File: src/rtl/dcf77_pkg.sv
// Shared defaults and channel state encodings for the pulse stretcher array.
package dcf77_pkg;

    localparam int CNT_W_DEF   = 28;
    localparam int DEF_LEN_DEF = 5000000;

    typedef enum logic {
        ST_IDLE   = 1'b0,
        ST_ACTIVE = 1'b1
    } ch_state_e;

endpackage

File: src/rtl/monostable_channel.sv
// One monostable channel: trigger synchroniser, rising-edge detect, length
// register, period down-counter and IDLE/ACTIVE state machine.
module monostable_channel
    import dcf77_pkg::*;
#(
    parameter int CNT_W   = CNT_W_DEF,
    parameter int DEF_LEN = DEF_LEN_DEF
) (
    input  logic             i_clk,
    input  logic             i_rst_n,
    input  logic             i_trig,
    input  logic             i_retrig_en,
    input  logic             i_len_we,
    input  logic [CNT_W-1:0] i_len_data,
    output logic             o_pulse,
    output logic             o_done
);

    logic             r_sync1;
    logic             r_sync2;
    logic             r_sync3;
    logic             r_edge;
    logic [1:0]       r_vld;
    logic             r_armed;
    logic [CNT_W-1:0] r_len;
    logic [CNT_W-1:0] r_cnt;
    ch_state_e        r_state;
    logic             r_pulse;
    logic             r_done;

    logic             w_edge_det;
    logic [CNT_W-1:0] w_load_len;

    // Edges are only accepted once a genuine low has been seen after reset,
    // so a trigger held high through reset cannot fire a pulse.
    assign w_edge_det = r_sync2 & ~r_sync3 & r_armed;
    assign w_load_len = (r_len == '0) ? CNT_W'(1) : r_len;

    always_ff @(posedge i_clk or negedge i_rst_n) begin
        if (!i_rst_n) begin
            r_sync1 <= 1'b0;
            r_sync2 <= 1'b0;
            r_sync3 <= 1'b0;
            r_edge  <= 1'b0;
            r_vld   <= 2'b00;
            r_armed <= 1'b0;
        end else begin
            r_sync1 <= i_trig;
            r_sync2 <= r_sync1;
            r_sync3 <= r_sync2;
            r_edge  <= w_edge_det;
            r_vld   <= {r_vld[0], 1'b1};
            if (r_vld[1] && !r_sync2) begin
                r_armed <= 1'b1;
            end
        end
    end

    always_ff @(posedge i_clk or negedge i_rst_n) begin
        if (!i_rst_n) begin
            r_len <= CNT_W'(DEF_LEN);
        end else if (i_len_we) begin
            r_len <= i_len_data;
        end
    end

    always_ff @(posedge i_clk or negedge i_rst_n) begin
        if (!i_rst_n) begin
            r_state <= ST_IDLE;
            r_cnt   <= '0;
            r_pulse <= 1'b0;
            r_done  <= 1'b0;
        end else begin
            r_done <= 1'b0;
            case (r_state)
                ST_IDLE: begin
                    if (r_edge) begin
                        r_state <= ST_ACTIVE;
                        r_cnt   <= w_load_len;
                        r_pulse <= 1'b1;
                    end
                end
                ST_ACTIVE: begin
                    // A retrigger beats the terminal count, so the final
                    // cycle can still be extended without a low gap.
                    if (r_edge && i_retrig_en) begin
                        r_cnt <= w_load_len;
                    end else if (r_cnt <= CNT_W'(1)) begin
                        r_state <= ST_IDLE;
                        r_cnt   <= '0;
                        r_pulse <= 1'b0;
                        r_done  <= 1'b1;
                    end else begin
                        r_cnt <= r_cnt - CNT_W'(1);
                    end
                end
                default: begin
                    r_state <= ST_IDLE;
                    r_cnt   <= '0;
                    r_pulse <= 1'b0;
                end
            endcase
        end
    end

    assign o_pulse = r_pulse;
    assign o_done  = r_done;

endmodule

File: src/rtl/pulse_stretcher_array.sv
// Array of independent monostable pulse stretchers with a shared length-write
// port addressed by channel index.
module pulse_stretcher_array
    import dcf77_pkg::*;
#(
    parameter int N_CH    = 4,
    parameter int CNT_W   = CNT_W_DEF,
    parameter int DEF_LEN = DEF_LEN_DEF
) (
    input  logic             clk_in,
    input  logic             gsr_n,
    input  logic [N_CH-1:0]  trig_in,
    input  logic [N_CH-1:0]  retrig_en,
    input  logic             len_we,
    input  logic [3:0]       len_sel,
    input  logic [CNT_W-1:0] len_data,
    output logic [N_CH-1:0]  pulse_out,
    output logic [N_CH-1:0]  done_out
);

    logic [N_CH-1:0] w_we;

    // Indices at or above N_CH match no channel and are dropped.
    always_comb begin
        w_we = '0;
        for (int i = 0; i < N_CH; i++) begin
            w_we[i] = len_we && (len_sel == 4'(i));
        end
    end

    for (genvar g = 0; g < N_CH; g++) begin : g_ch
        monostable_channel #(
            .CNT_W   (CNT_W),
            .DEF_LEN (DEF_LEN)
        ) u_ch (
            .i_clk       (clk_in),
            .i_rst_n     (gsr_n),
            .i_trig      (trig_in[g]),
            .i_retrig_en (retrig_en[g]),
            .i_len_we    (w_we[g]),
            .i_len_data  (len_data),
            .o_pulse     (pulse_out[g]),
            .o_done      (done_out[g])
        );
    end

endmodule
File: config.mk
export PLATFORM = sky130hd
export DESIGN_NAME = pulse_stretcher_array
export DESIGN_NICKNAME = d
export VERILOG_FILES = /design/src/rtl/dcf77_pkg.sv /design/src/rtl/monostable_channel.sv /design/src/rtl/pulse_stretcher_array.sv
export SDC_FILE = /design/constraint.sdc
export NUM_CORES = 1
export LEC_CHECK = 0
export CAP_MARGIN = 5
export CORE_MARGIN = 2
export CORE_UTILIZATION = 49
export CTS_CLUSTER_DIAMETER = 50
export CTS_CLUSTER_SIZE = 24
export DETAILED_ROUTE_END_ITERATION = 10
export DONT_BUFFER_PORTS = 1
export SLEW_MARGIN = 20
export SYNTH_ARGS = -nofsm -noshare
export SYNTH_HDL_FRONTEND = slang
export SYNTH_SLANG_ARGS = --single-unit
File: constraint.sdc
create_clock -name clk_in -period 3.1 [get_ports clk_in]
set_input_delay 0.62 -clock clk_in [delete_from_list [all_inputs] [get_ports clk_in]]
set_output_delay 0.62 -clock clk_in [all_outputs]
set_load 0.005 [all_outputs]
==> run metrics, run 1 <==
Die Ht=166 um; Worst Max-Slew Pin Slew=0.982 ns; Setup Buffers After CTS=0; setup_tns=0 ns; DP HPWL=22,900 um; port bufs=0; Post-synth ARST share=100%; placed inst area=13,200 um2; post_cts resized=0; Final Hold Fails=226; # diodes=0; number of synthesized flops with an enable pin=0; Initial Utilization=49.5%; GRT met1 Usage=36.5%; # IOs=51; Critical Path Source=g_ch[1].u_ch.r_cnt[0]; GRT Residual Overflow=0; worst path cell trace=inv_1 > ha_1 > or4b_1 > nor2_1 > nand2_1 > or3_1 > a31o_1 > a22o_1; placed cell count=1,556; layout cells sized above 1=19.6%; DRT Pass-1 Iters=7; CTS max path bufs=3; clk slew on worst S/H paths=0.06 ns; GR Layer Usage met3=4.19%; Netlist cell types=73; syn_area_per_cell=10.2 um2; ys flop type=dfrtp_1; DRT Wirelength=34,000 um; outcome=finished, violations left; antenna violations before repair=0; Clock Root Buffer=clkbuf_16; CP max stage cell=or4b_1; Tcrit/Tclk final=82.4%; CTS tree=yes; Area Overhead vs Synth=11.0%; Synth Cell Area=12,800 um2; GR Util met2=38.4%; Routed WL per cell=21.1 um; Startpoint Class=flop; total CTS buffers=31; crit path DAT=3.00 ns; failing checks=negative hold slack; GP Congestion=0.864; r2r startpoint=g_ch[1].u_ch.r_cnt[0]; Critical Path End Type=flop; CP required=3.54 ns; Static Leak=0.00581 uW; Mapped Cells=1,258; PwrDens=803 nW/um2; WHS=-0.235 ns; pin count of the biggest net entering global routing=259; Rel. slew slack=34.3%; vias per std cell=6.17; DRC=0; DIE WIDTH=166 um; vias in the first global route=9,658; Iteration-0 DRC Markers=735; synthesized flop and latch total=258; Worst-Skew Late Latency=0.56 ns; CP Max Fanout=7; max-slew violation count=0; critical path type=reg -> reg; most frequent cells in the layout=dfrtp_1 (226), mux2_2 (111), nand2_1 (107); CP top delay family=simple AND/OR/NAND/NOR gates; DIE AREA=27,500 um2; Place WS=0.568 ns; Achievable Freq=0.392 GHz; Worst Path Buf+Inv=1; routed vias=9,951; final worst slack=0.546 ns; reg2reg end=g_ch[1].u_ch.r_cnt[18]; # rows=59; Core ar.=25,900 um2; GR peak layer=met2; GRT Util Overall=24.8%; clock sink total=258; fin util=55.0%; Net Count, Synth=1,309; max_cap viols=0; fin crit period=2.55 ns; Setup violations, final=0; RSZ-0062 raised after global routing=false; Detail Route Antenna Nets=0; R2R depth=8; Final #Nets=1,305; clk_skew=0.0106 ns; first-pass GRT wire length=55,100 um; Worst VDD drop=0.516 mV; most common cell after layout, fill and taps aside=dfrtp_1; register area share after synthesis=50.6%; flop-to-flop setup slack=0.55 ns; CTS H-Tree Depth=1; crit-path max cell delay=0.54 ns; worst min path class=in -> async; synth warn=0; Final Cell Area=14,200 um2; post-route insts no fill=1,613
==> synth_stat cells (13+ instances only) <==
cell | number | share of area [%]
a21oi_1 | 66 | 2.6
a22o_1 | 13 | 0.89
a22oi_1 | 22 | 1.3
and3_1 | 16 | 0.78
clkbuf_1 | 47 | 1.4
dfrtp_1 | 226 | 44
dfstp_2 | 32 | 6.6
inv_1 | 32 | 0.94
mux2_2 | 111 | 9.7
nand2_1 | 107 | 3.1
nand3_1 | 47 | 1.8
nand4_1 | 14 | 0.68
nor2_1 | 87 | 2.5
nor3_1 | 47 | 1.8
nor4_1 | 65 | 3.2
o21ai_0 | 97 | 3.8
or3_1 | 21 | 1.0
==> power breakdown <==
group / switching, uW / internal (uW) / total (uW)
logic: 1170 / 1160 / 2330
registers: 1040 / 4330 / 5380
clock network: 1570 / 2170 / 3730
==> worst max path at each step <==
| stage | end | slack (ns) | cells past startpoint |
|---|---|---|---|
| 6_report | g_ch[1].u_ch.r_cnt[18] | 0.55 | 8 |
| 5_1_grt | g_ch[1].u_ch.r_cnt[27] | 0.38 | 6 |
| 4_1_cts | g_ch[0].u_ch.r_cnt[3] | 0.55 | 6 |
| 3_5_place_dp | g_ch[0].u_ch.r_cnt[3] | 0.57 | 6 |
| 3_3_place_gp | g_ch[1].u_ch.r_cnt[27] | 0.58 | 6 |
| 2_1_floorplan | g_ch[1].u_ch.r_cnt[24] | 0.69 | 8 |
==> flip-flops by register name, indices dropped and copies added, names as in the netlist <==
register,flops
g_ch.u_ch.r_edge,4
g_ch.u_ch.r_vld,2
g_ch.u_ch.r_cnt,112
g_ch.u_ch.r_armed,4
g_ch.u_ch.o_done,4
g_ch.u_ch.r_sync2,4
g_ch.u_ch.o_pulse,4
g_ch.u_ch.r_sync1,4
g_ch.u_ch.r_state,4
g_ch.u_ch.r_sync3,4
g_ch.u_ch.r_len,112
==> through the flow <==
| stage | hold WS (ns) | power, uW |
|---|---|---|
| CTS | -0.255 | 11500 |
| finish | -0.235 | 11400 |
| floorplan | 0.324 | 7000 |
| global placement | 0.333 | 7650 |
| global route | -0.263 | 12100 |
| detailed placement | 0.335 | 7710 |
==> layer usage <==
layer	vias up	wire length [um]	share of wire, %
li1	4714	-	-
met4	0	788	2.3
met2	287	15400	45
met5	-	0	0
met3	64	2090	6.1
met1	4886	15800	46
==> final cells by class <==
type | count | area [um2]
inverters | 32 | 120
clock buffers | 35 | 801
multi-input cells | 901 | 5920
clock inverters | 22 | 260
well taps | 335 | 419
flip-flops and latches | 258 | 6500
fillers | 2247 | 11700
repair buffers | 30 | 225
==> kinds of logic after synthesis <==
kind of cell,synth area share [%]
AND/OR/NAND/NOR,18.0
buffers and inverters,3.34
flip-flops,50.6
multiplexers,10.3
adder cells (fa/ha/maj),0.780
XOR/XNOR,1.16
AO/OA/AOI/OAI,15.7
other,0.0292
==> worst reg2reg max path: stages, from the launching register on <==
cell     delay [ns]
dfrtp_1        0.44
inv_1          0.11
ha_1           0.25
or4b_1         0.54
nor2_1         0.17
nand2_1        0.14
or3_1          0.35
a31o_1         0.22
a22o_1         0.22
Power figures use the tool's default switching activity.
==> inputs of run 2 (changes only) <==
PLACE_DENSITY = 0.66   (was not set)
clock period = 2.08 ns   (was 3.1 ns; I/O delays follow)
==> run 2 against run 1 <==
Effect of this change: sequential share of layout area shrank 7.3 points; first-iteration DRC count grew 29%; the run ends with negative hold slack, negative setup slack left; via count grew 14%; core utilization grew 10 points; wire length grew 11%; register-to-register slack lost 0.84 ns; critical path type unchanged.
==> run metrics, run 2 (same netlist as run 1, synthesis figures left out) <==
Worst Max-Slew Pin Slew=1.04 ns (was 0.982 ns); clock sink total=258 (unchanged); PwrDens=1130 nW/um2 (was 803 nW/um2); pin count of the biggest net entering global routing=259 (unchanged); CTS tree=yes (unchanged); # IOs=51 (unchanged); fin crit period=2.38 ns (was 2.55 ns); CP Max Fanout=5 (was 7); port bufs=0 (unchanged); clk slew on worst S/H paths=0.08 ns (was 0.06 ns); clk_skew=0.0180 ns (was 0.0106 ns); Iteration-0 DRC Markers=951 (was 735); max_cap viols=0 (unchanged); # rows=59 (unchanged); total power draw=19,100 uW (was 11,400 uW); CP max stage cell=or4_4 (was or4b_1); DRT Pass-1 Iters=5 (was 7); vias per std cell=6.14 (was 6.17); DRC=0 (unchanged); antenna violations before repair=2 (was 0); Final #Nets=1,536 (was 1,305); worst min path class=in -> async (unchanged); Final Cell Area=16,900 um2 (was 14,200 um2); WHS=-0.441 ns (was -0.235 ns); Initial Utilization=49.5% (unchanged); final worst slack=-0.299 ns (was 0.546 ns); Critical Path End Type=flop (unchanged); Startpoint Class=flop (unchanged); Tcrit/Tclk final=114% (was 82.4%); CTS max path bufs=3 (unchanged); crit-path max cell delay=0.54 ns (about the same); Final Hold Fails=256 (was 226); Setup violations, final=70 (was 0); total CTS buffers=27 (was 31); placed inst area=14,600 um2 (was 13,200 um2); RSZ-0062 raised after global routing=true (was false); crit path DAT=2.83 ns (was 3.00 ns); GRT Util Overall=26.8% (was 24.8%); vias in the first global route=11,100 (was 9,658); Area Overhead vs Synth=32.0% (was 11.0%); first-pass GRT wire length=60,100 um (was 55,100 um); GP Congestion=0.909 (was 0.864); Detail Route Antenna Nets=0 (unchanged); Clock Root Buffer=clkbuf_16 (unchanged); Die Ht=166 um (unchanged); Core ar.=25,900 um2 (unchanged); Fill cells=1,956 (was 2,247); DP HPWL=25,100 um (was 22,900 um); DIE AREA=27,500 um2 (unchanged); Static Leak=0.00716 uW (was 0.00581 uW); most frequent cells in the layout=dfrtp_1 (224), buf_4 (191), mux2_2 (111) (was dfrtp_1 (226), mux2_2 (111), nand2_1 (107)); Achievable Freq=0.420 GHz (was 0.392 GHz); outcome=finished, violations left (unchanged); layout cells sized above 1=37.5% (was 19.6%); failing checks=negative hold slack, negative setup slack (was negative hold slack); max-slew violation count=0 (unchanged); worst path cell trace=or4_4 > or3_4 > o41ai_4 > buf_4 > buf_6 > o21ai_1 > a221o_1 (was inv_1 > ha_1 > or4b_1 > nor2_1 > nand2_1 > or3_1 > a31o_1 > a22o_1); DRT Wirelength=37,800 um (was 34,000 um); CP required=2.53 ns (was 3.54 ns); Rel. slew slack=30.3% (was 34.3%); cts hold-fix bufs=33; critical path type=reg -> reg (unchanged); DIE WIDTH=166 um (unchanged); Place WS=-0.306 ns (was 0.568 ns); routed vias=11,300 (was 9,951); Routed WL per cell=20.5 um (was 21.1 um); Worst-Skew Late Latency=0.57 ns (was 0.56 ns); CTS H-Tree Depth=1 (unchanged); Regs by FF count=g_ch.u_ch.r_cnt x112, g_ch.u_ch.r_len x112 (unchanged); GRT Residual Overflow=0 (unchanged); most common cell after layout, fill and taps aside=dfrtp_1 (unchanged); Worst VDD drop=0.870 mV (was 0.516 mV)
## run 2: changes by cell type in the layout (fill, tap and decap cells not counted), sizes merged
cell         before  now
clkinv            7    5
o21a              5    6
dlygate4sd3       0   33
clkbuf           35   29
diode             0    3
buf              30  231
inv              42   48
clkinvlp          2    0
bufinv            3    0
## run 2: final timing paths
check	end	depth (start not counted)	from	slack (ns)
hold reg to reg	g_ch[3].u_ch.r_sync2	0	g_ch[3].u_ch.r_sync1	0.33
hold / removal	g_ch[3].u_ch.r_cnt[0]	0	gsr_n	-0.44
min in group clk_in	g_ch[1].u_ch.r_len[18]	1	len_data[18]	0.02
max in group asynchronous	g_ch[0].u_ch.r_cnt[0]	0	gsr_n	2.04
setup / recovery	g_ch[1].u_ch.r_cnt[3]	7	g_ch[1].u_ch.r_cnt[22]	-0.30
setup reg to reg	g_ch[1].u_ch.r_cnt[3]	7	g_ch[1].u_ch.r_cnt[22]	-0.30
## run 2: what timing repair did
item / CTS / global route
hold endpoints to repair: 376 / 258
cloned: 1 / 1
pin swaps: 25 / 44
resized for setup: 67 / 112
buffers inserted: 20 / 21
setup endpoints to repair: 86 / 102
## run 2: worst max-delay path: cells and delay by family, from the launching register on
kind,cells,cell delay (ns)
AO/OA/AOI/OAI,3,0.67
buffers and inverters,2,0.31
flip-flops,1,0.38
AND/OR/NAND/NOR,2,0.92
## run 2: power by group
part / switching [uW] / total (uW) / internal (uW)
combinational: 2960 / 6220 / 3250
clock: 2550 / 5190 / 2650
sequential: 1290 / 7740 / 6450
## run 2: metrics by stage
step	std cells	setup TNS (ns)	utilization (%)
2_1_floorplan	1258	-4.00	-
3_3_place_gp	1720	-7.54	56.5
3_5_place_dp	1720	-9.46	56.5
4_1_cts	1823	-7.29	63.0
5_1_grt	1842	-16.28	65.4
6_report	1844	-9.96	65.4
## run 2: cell type report
| type | instances | area [um2] | area share (%) |
|---|---|---|---|
| multi-input cells | 902 | 6690 | 39.5 |
| clock buffers | 29 | 683 | 4.03 |
| clock inverters | 21 | 284 | 1.68 |
| diodes | 3 | 7.51 | 0.0443 |
| inverters | 32 | 120 | 0.709 |
| flip-flops and latches | 258 | 6500 | 38.4 |
| well taps | 335 | 419 | 2.47 |
| repair buffers | 264 | 2250 | 13.3 |
## run 2: routing by layer
metal / track usage (%) / share of wire [%]
met1: 37.7 / 44
met3: 4.31 / 6.3
met4: 9.53 / 3.5
met2: 42.5 / 47
met5: 0 / 0
